--- config.mk ---
export PLATFORM = sky130hd
export DESIGN_NAME = sync_pulse_train_flat
export DESIGN_NICKNAME = d
export VERILOG_FILES = /design/src/rtl/sync_pulse_train_if.sv /design/src/rtl/sync_pulse_train.sv /design/src/flat_wrapper.sv
export SDC_FILE = /design/constraint.sdc
export NUM_CORES = 1
export LEC_CHECK = 0
export CORE_MARGIN = 5
export CORE_UTILIZATION = 50
export DETAILED_ROUTE_END_ITERATION = 8
export GPL_TIMING_DRIVEN = 0
export MAX_ROUTING_LAYER = met4
export PLACE_DENSITY = 0.75
export SYNTH_ARGS = -nofsm -noshare
export SYNTH_HDL_FRONTEND = slang
export SYNTH_SLANG_ARGS = --single-unit
--- constraint.sdc ---
create_clock -name pg_clk -period 2.89 [get_ports pg_clk]
set_input_delay 0.4335 -clock pg_clk [delete_from_list [all_inputs] [get_ports pg_clk]]
set_output_delay 0.4335 -clock pg_clk [all_outputs]
set_load 0.03 [all_outputs]
--- src/rtl/sync_pulse_train_if.sv ---
// Purpose: bundles the start/abort controls and the pulse-train status outputs of sync_pulse_train.
// Latency: n/a (signal bundle only).
// Backpressure: none; start is a level gate and outputs are free-running status.
//
// Signals:
//   pg_start  start gate, level, only the rising edge matters
//   pg_abort  synchronous abort, active high
//   pg_o      optical sync pulse output
//   pg_busy   burst in progress
//   pg_done   one-cycle strobe at normal burst completion
//   pg_num    number of rising edges emitted in the current/last burst
interface sync_pulse_train_if #(
    parameter int NUM_W = 16
);
    logic             pg_start;
    logic             pg_abort;
    logic             pg_o;
    logic             pg_busy;
    logic             pg_done;
    logic [NUM_W-1:0] pg_num;

    // master: the start logic / bench side
    modport master (
        output pg_start,
        output pg_abort,
        input  pg_o,
        input  pg_busy,
        input  pg_done,
        input  pg_num
    );

    // slave: the pulse generator side
    modport slave (
        input  pg_start,
        input  pg_abort,
        output pg_o,
        output pg_busy,
        output pg_done,
        output pg_num
    );
endinterface

--- src/rtl/sync_pulse_train.sv ---
// Purpose: on a start-gate rising edge, emits a burst of PULSE_COUNT sync pulses (delay/width/period).
// Latency: first pulse rises START_DELAY cycles after the accept edge (same edge when START_DELAY=0).
// Backpressure: none; starts seen while busy are dropped, pg_busy tells the start logic to hold off.
//
// Ports:
//   pg_clk    system clock
//   pg_rst_n  asynchronous active-low reset
//   pg_if     slave side of sync_pulse_train_if (pg_start, pg_abort in; pg_o, pg_busy, pg_done, pg_num out)
module sync_pulse_train #(
    parameter int          CNT_W        = 32,
    parameter int          NUM_W        = 16,
    parameter int unsigned START_DELAY  = 0,
    parameter int unsigned PULSE_WIDTH  = 5,
    parameter int unsigned PULSE_PERIOD = 10,
    parameter int unsigned PULSE_COUNT  = 4
) (
    input  logic                 pg_clk,
    input  logic                 pg_rst_n,
    sync_pulse_train_if.slave    pg_if
);

    generate
        if (PULSE_WIDTH == 0 || PULSE_PERIOD <= PULSE_WIDTH || PULSE_COUNT == 0) begin : g_bad_params
            $error("sync_pulse_train: illegal PULSE_WIDTH/PULSE_PERIOD/PULSE_COUNT");
        end
    endgenerate

    // Counter load values: a phase of length L loads L-1 and advances on 0.
    // DLY_LOAD is only used when START_DELAY >= 1.
    localparam logic [CNT_W-1:0] DLY_LOAD  = CNT_W'(START_DELAY - 1);
    localparam logic [CNT_W-1:0] HIGH_LOAD = CNT_W'(PULSE_WIDTH - 1);
    localparam logic [CNT_W-1:0] LOW_LOAD  = CNT_W'(PULSE_PERIOD - PULSE_WIDTH - 1);
    localparam logic [NUM_W-1:0] NUM_LAST  = NUM_W'(PULSE_COUNT);

    typedef enum logic [1:0] {
        IDLE  = 2'd0,
        DELAY = 2'd1,
        HIGH  = 2'd2,
        LOW   = 2'd3
    } state_t;

    state_t           state_q;
    logic [CNT_W-1:0] cnt_q;
    logic [NUM_W-1:0] num_q;
    logic             start_d;
    logic             o_q;
    logic             busy_q;
    logic             done_q;

    logic accept;
    logic cnt_zero;

    // Edge detect is only meaningful in IDLE; edges elsewhere are dropped, not queued.
    assign accept   = pg_if.pg_start & ~start_d & (state_q == IDLE);
    assign cnt_zero = (cnt_q == '0);

    always_ff @(posedge pg_clk or negedge pg_rst_n) begin
        if (!pg_rst_n) begin
            state_q <= IDLE;
            cnt_q   <= '0;
            num_q   <= '0;
            // History starts at 1 so a gate already high at reset release is not an edge.
            start_d <= 1'b1;
            o_q     <= 1'b0;
            busy_q  <= 1'b0;
            done_q  <= 1'b0;
        end else begin
            // History keeps tracking during abort so a held gate needs a fresh edge afterwards.
            start_d <= pg_if.pg_start;
            done_q  <= 1'b0;

            if (pg_if.pg_abort) begin
                state_q <= IDLE;
                cnt_q   <= '0;
                o_q     <= 1'b0;
                busy_q  <= 1'b0;
            end else begin
                unique case (state_q)
                    IDLE: begin
                        if (accept) begin
                            busy_q <= 1'b1;
                            if (START_DELAY == 0) begin
                                state_q <= HIGH;
                                cnt_q   <= HIGH_LOAD;
                                o_q     <= 1'b1;
                                num_q   <= NUM_W'(1);
                            end else begin
                                state_q <= DELAY;
                                cnt_q   <= DLY_LOAD;
                                num_q   <= '0;
                            end
                        end
                    end

                    DELAY: begin
                        if (cnt_zero) begin
                            state_q <= HIGH;
                            cnt_q   <= HIGH_LOAD;
                            o_q     <= 1'b1;
                            num_q   <= num_q + NUM_W'(1);
                        end else begin
                            cnt_q <= cnt_q - CNT_W'(1);
                        end
                    end

                    HIGH: begin
                        if (cnt_zero) begin
                            state_q <= LOW;
                            cnt_q   <= LOW_LOAD;
                            o_q     <= 1'b0;
                        end else begin
                            cnt_q <= cnt_q - CNT_W'(1);
                        end
                    end

                    LOW: begin
                        if (cnt_zero) begin
                            if (num_q == NUM_LAST) begin
                                // The final low phase is the guard interval; busy covers it.
                                state_q <= IDLE;
                                busy_q  <= 1'b0;
                                done_q  <= 1'b1;
                            end else begin
                                state_q <= HIGH;
                                cnt_q   <= HIGH_LOAD;
                                o_q     <= 1'b1;
                                num_q   <= num_q + NUM_W'(1);
                            end
                        end else begin
                            cnt_q <= cnt_q - CNT_W'(1);
                        end
                    end

                    default: begin
                        state_q <= IDLE;
                    end
                endcase
            end
        end
    end

    assign pg_if.pg_o    = o_q;
    assign pg_if.pg_busy = busy_q;
    assign pg_if.pg_done = done_q;
    assign pg_if.pg_num  = num_q;

endmodule

--- src/flat_wrapper.sv ---
// flat-port wrapper written by rule: the top's interface ports become plain ports
module sync_pulse_train_flat 
#(
    parameter int          CNT_W        = 32,
    parameter int          NUM_W        = 16,
    parameter int unsigned START_DELAY  = 0,
    parameter int unsigned PULSE_WIDTH  = 5,
    parameter int unsigned PULSE_PERIOD = 10,
    parameter int unsigned PULSE_COUNT  = 4
)
  (pg_clk, pg_rst_n, pg_if_pg_start, pg_if_pg_abort, pg_if_pg_o, pg_if_pg_busy, pg_if_pg_done, pg_if_pg_num);
  sync_pulse_train_if #(.NUM_W(NUM_W)) pg_if_i ();
  input  logic pg_clk;
  input  logic pg_rst_n;
  input wire logic [$bits(pg_if_i.pg_start)-1:0] pg_if_pg_start;
  input wire logic [$bits(pg_if_i.pg_abort)-1:0] pg_if_pg_abort;
  output wire logic [$bits(pg_if_i.pg_o)-1:0] pg_if_pg_o;
  output wire logic [$bits(pg_if_i.pg_busy)-1:0] pg_if_pg_busy;
  output wire logic [$bits(pg_if_i.pg_done)-1:0] pg_if_pg_done;
  output wire logic [$bits(pg_if_i.pg_num)-1:0] pg_if_pg_num;
  assign pg_if_i.pg_start = pg_if_pg_start;
  assign pg_if_i.pg_abort = pg_if_pg_abort;
  assign pg_if_pg_o = pg_if_i.pg_o;
  assign pg_if_pg_busy = pg_if_i.pg_busy;
  assign pg_if_pg_done = pg_if_i.pg_done;
  assign pg_if_pg_num = pg_if_i.pg_num;
  sync_pulse_train #(.CNT_W(CNT_W), .NUM_W(NUM_W), .START_DELAY(START_DELAY), .PULSE_WIDTH(PULSE_WIDTH), .PULSE_PERIOD(PULSE_PERIOD), .PULSE_COUNT(PULSE_COUNT)) u_core (.pg_clk(pg_clk), .pg_rst_n(pg_rst_n), .pg_if(pg_if_i));
endmodule
==> impl_table.tex <==
\begin{tabular}{lr}
\hline
Metric & Value \\
\hline
\multicolumn{2}{l}{\textbf{Layout}} \\
Synth-to-layout area growth & 13.6\% \\
Number of nets in the layout & approximately 400 \\
Fraction of final layout cells with drive strength greater than 1 & under 10\% \\
Number of antenna cells inserted & 0 \\
Final non-filler cell area & around 3800 um2 \\
Final Util & approximately three fifths \\
Total of fill cells in the finished design & between 500 and 600 \\
\multicolumn{2}{l}{\textbf{Yosys}} \\
Synthesized area per cell & 8.99 um2 \\
Number of enable-type register cells in the synthesized netlist & 0 \\
Sequential cell area fraction in the yosys report & 40.9\% \\
Synth unique cells & slightly below 60 \\
Post-synthesis cell area & around 3300 um2 \\
Post-synth top area cell & sky130\_fd\_sc\_hd\_\_dfrtp\_1 \\
Syn nets & 375 \\
Fraction of registers with async set/reset & between 90\% and 100\% \\
Flip-flop and latch count after synthesis & 54 \\
Yosys warns & 0 \\
Share of the synthesized area in the top cell type & between 40\% and 50\% \\
Count of mapped cells out of synthesis & roughly 370 \\
Main synth FF type & sky130\_fd\_sc\_hd\_\_dfrtp\_1 \\
Area contributors post-synth & sky130\_fd\_sc\_hd\_\_dfrtp\_1 (40\%), sky130\_fd\_sc\_hd\_\_inv\_1 (3.9\%), sky130\_fd\_sc\_hd\_\_nand2\_1 (3.2\%), sky130\_fd\_sc\_hd\_\_o21ai\_1 (3.2\%), sky130\_fd\_sc\_hd\_\_nand3\_1 (2.9\%) \\
\multicolumn{2}{l}{\textbf{Global route}} \\
Antenna violations before repair & 0 \\
Wire length of the first global-routing pass & approximately 15000 um \\
GR Overflow Total & 0 \\
Pin count of the biggest net entering global routing & 36 \\
Vias in the first global route & 2997 \\
Aggregate global-route resource usage & between 20 and 25\% \\
\multicolumn{2}{l}{\textbf{Floorplanning}} \\
\# rows & 29 \\
DIE AREA & around 8300 um2 \\
Initial Utilization & around half \\
Die Width & just over 90 um \\
Core area & 6390 um2 \\
Vertical die dimension & 91.3 um \\
Number of I/O pins & 23 \\
\multicolumn{2}{l}{\textbf{Worst setup path}} \\
Maximum fanout along the worst path & 10 \\
Delay of the slowest cell on the worst path & about 470 ps \\
Arr. time, crit path & between 2000 and 3000 ps \\
CP Class & reg2reg \\
Worst path required time & 3080 ps \\
Critical path startpoint category & flip-flop \\
Minimum setup slack among reg-to-reg paths & about 340 ps \\
Critical-path cell list & inv\_1 > ha\_1 > nor3b\_4 > nand3\_4 > o31a\_1 > clkbuf\_1 > o211ai\_1 > o221ai\_1 \\
Worst setup EP type & flip-flop \\
Bufs and invs on worst path & 2 \\
Master of the slowest instance on the critical path & sky130\_fd\_sc\_hd\_\_o31a\_1 \\
Cell family with most CP delay & compound AO/OA/AOI/OAI gates \\
\multicolumn{2}{l}{\textbf{Pwr}} \\
Internal cell power & $\sim$0.0019 W \\
Proportion of total power due to net switching & between 50\% and 60\% \\
Combinational cell fraction of total power & 56.7\% \\
Clock power share & around 14\% \\
Switching power total & 0.00203 W \\
Leakage & $\sim$1.4 nW \\
Relative contribution of sequential cells to total power & between 20\% and 30\% \\
Post-layout total power & around 0.0039 W \\
Maximum ir drop on the vdd rail & about 740 uV \\
PwrDens & 1050 nW/um2 \\
\multicolumn{2}{l}{\textbf{STA}} \\
F\_max & slightly below 400 MHz \\
Slew of the pin with the lowest slew margin & about 660 ps \\
Final hold vios & 0 \\
Min cycle time layout & about 2600 ps \\
Slew Limit Headroom & between 50 and 60\% \\
Max Clock Skew & around 15 ps \\
RSZ-0062 raised after global routing & no \\
Final worst path period share & about 90\% \\
Fin. max-slew vios & 0 \\
Final setup slack of the worst path & 339 ps \\
Final number of setup-violating endpoints & 0 \\
\multicolumn{2}{l}{\textbf{Clocking}} \\
Post-CTS repair timing setup buffer count & 0 \\
Total of hold buffers inserted after clock tree synthesis & 0 \\
Inserted Clock Buffers & 5 \\
H-Tree Level Count & 2 \\
TritonCTS clock tree & yes \\
Root buf cell & sky130\_fd\_sc\_hd\_\_clkbuf\_8 \\
Buffer depth of the longest clock path & 2 \\
Source-to-sink clock delay at the later pin of the worst-skew pair & around 320 ps \\
Clock-pin slew of the registers on the worst-case setup and hold paths & roughly 110 ps \\
Clock sink count & 54 \\
\multicolumn{2}{l}{\textbf{Route}} \\
DRC violations left & 0 \\
Routed Wire Length & 8540 um \\
Number of nets still failing antenna checks after routing & 0 \\
Total via count in the routed design & between 3000 and 4000 \\
Wire length per cell after detailed routing & between 15 and 20 um \\
Initial detailed-routing violation count & $\sim$250 \\
Via count normalized by instance count & $\sim$6.5 \\
Number of iterations in the first detailed-routing pass & 6 \\
\multicolumn{2}{l}{\textbf{Hold path}} \\
Min-delay worst type & in2async \\
\multicolumn{2}{l}{\textbf{Placed design}} \\
Final HPWL DP & $\sim$6000 um \\
Gpl congestion & slightly above 0.9 \\
I/O Buffers & 21 \\
Area after detailed placement & approximately 3600 um2 \\
Place WS & 219 ps \\
\multicolumn{2}{l}{\textbf{Run}} \\
Max cap viols & 0 \\
\multicolumn{2}{l}{\textbf{Status}} \\
Run status & finished, final reports clean \\
\hline
\end{tabular}
[flip-flops by register name, indices dropped and copies added, names as in the netlist]
| signal | cells |
|---|---|
| u_core.cnt_q | 32 |
| u_core.pg_if.pg_num | 16 |
| u_core.state_q | 2 |
| u_core.pg_if.pg_busy | 1 |
| u_core.pg_if.pg_done | 1 |
| u_core.pg_if.pg_o | 1 |
| u_core.start_d | 1 |
[path summary, 6_finish.rpt]
check                                   end  cells after the start            start
setup / recovery           u_core.cnt_q[15]                      8  u_core.cnt_q[0]
hold / removal             u_core.cnt_q[17]                      1         pg_rst_n
setup reg to reg           u_core.cnt_q[15]                      8  u_core.cnt_q[0]
hold reg to reg             u_core.cnt_q[0]                      1  u_core.cnt_q[0]
max in group asynchronous    u_core.start_d                      2         pg_rst_n
min in group pg_clk         u_core.cnt_q[2]                      2   pg_if_pg_abort
[cells in the final DEF (no fill, tap or decap), types with 8 or more instances in the layout]
cell                              netlist  final
sky130_fd_sc_hd__clkbuf_1              13     13
sky130_fd_sc_hd__nor4_1                13     13
sky130_fd_sc_hd__nor2_1                17     17
sky130_fd_sc_hd__o21ai_1               21     21
sky130_fd_sc_hd__o221ai_1               9      9
sky130_fd_sc_hd__dfrtp_1               53     53
sky130_fd_sc_hd__a31oi_1               12     12
sky130_fd_sc_hd__nand2_1               28     28
sky130_fd_sc_hd__nand3_1               19     19
sky130_fd_sc_hd__nand4_1                8      8
sky130_fd_sc_hd__o21ai_0               13     13
sky130_fd_sc_hd__clkdlybuf4s50_1        0     20
sky130_fd_sc_hd__nor3_1                13     13
sky130_fd_sc_hd__o211ai_1               8      8
sky130_fd_sc_hd__inv_1                 34     34
sky130_fd_sc_hd__a21oi_1                9      9
[layer usage]
| layer | wire (um) | global-route usage [%] | share of wire (%) | vias up |
|---|---|---|---|---|
| met2 | 4020 | 33.4 | 47 | 117 |
| li1 | - | - | - | 1479 |
| met5 | 0 | - | 0 | - |
| met4 | 159 | 7.21 | 1.9 | 0 |
| met1 | 3950 | 29.7 | 46 | 1490 |
| met3 | 406 | 3.64 | 4.8 | 15 |
[layout make-up]
| cell class | count | area, um2 | share of cell area, % |
|---|---|---|---|
| multi-input combinational | 259 | 1740 | 46.3 |
| tap | 77 | 96.3 | 2.56 |
| clock inverter | 2 | 38.8 | 1.03 |
| inverter | 34 | 128 | 3.40 |
| buffer | 21 | 93.8 | 2.50 |
| sequential | 54 | 1350 | 36.0 |
| clock buffer | 6 | 82.6 | 2.20 |
| timing repair buffer | 22 | 225 | 6.00 |
[synth_stat cells, drive strengths merged, types with 2 or more instances]
library cell  number
dfrtp             53
inv               34
o21ai             34
nand2             28
nand3             21
nor4              19
nor2              17
nor3              14
clkbuf            13
a31oi             12
nand4             10
a21oi              9
o221ai             9
buf                8
o211ai             8
o31a               7
o41ai              7
or4                7
or3                6
and3               4
nand2b             4
and2               3
and4               3
ha                 3
nor3b              3
o311ai             3
a21o               2
a311o              2
a32oi              2
a41oi              2
nor4b              2
o22ai              2
o41a               2
[kinds of logic (layout without fill, tap and decap cells)]
family | after synthesis | count (layout) | synth area share, %
AOI/OAI and AO/OA | 112 | 112 | 24.6
adders and majority gates | 3 | 3 | 1.14
buffers and inverters | 55 | 85 | 6.70
DFF | 54 | 54 | 40.9
muxes | 1 | 1 | 0.303
and+or+nand+nor | 143 | 143 | 26.4
[power by group through the flow]
stage,combinational [W],sequential [W],clock (W)
2_1_floorplan,0.00159,0.00118,0
3_3_place_gp,0.00213,0.00115,0
3_5_place_dp,0.00218,0.00116,0
4_1_cts,0.00219,0.00114,0.000568
5_1_grt,0.00247,0.00118,0.000600
6_report,0.00224,0.00115,0.000556
[metrics by stage]
step | hold WS (ps) | std cells | setup TNS [ps]
final | 46.0 | 475 | 0
after CTS | 66.3 | 475 | 0
after floorplan | 138 | 368 | 0
after global placement | 533 | 466 | -15670
after detailed placement | 423 | 467 | 0
after global routing | 85.9 | 475 | 0
[timing repair]
action / CTS / global route
gates resized for setup: 0 / 1
endpoints found under the hold margin: 0 / 0
endpoints found under the setup margin: 0 / 20
(Power assumes the default switching activity.)
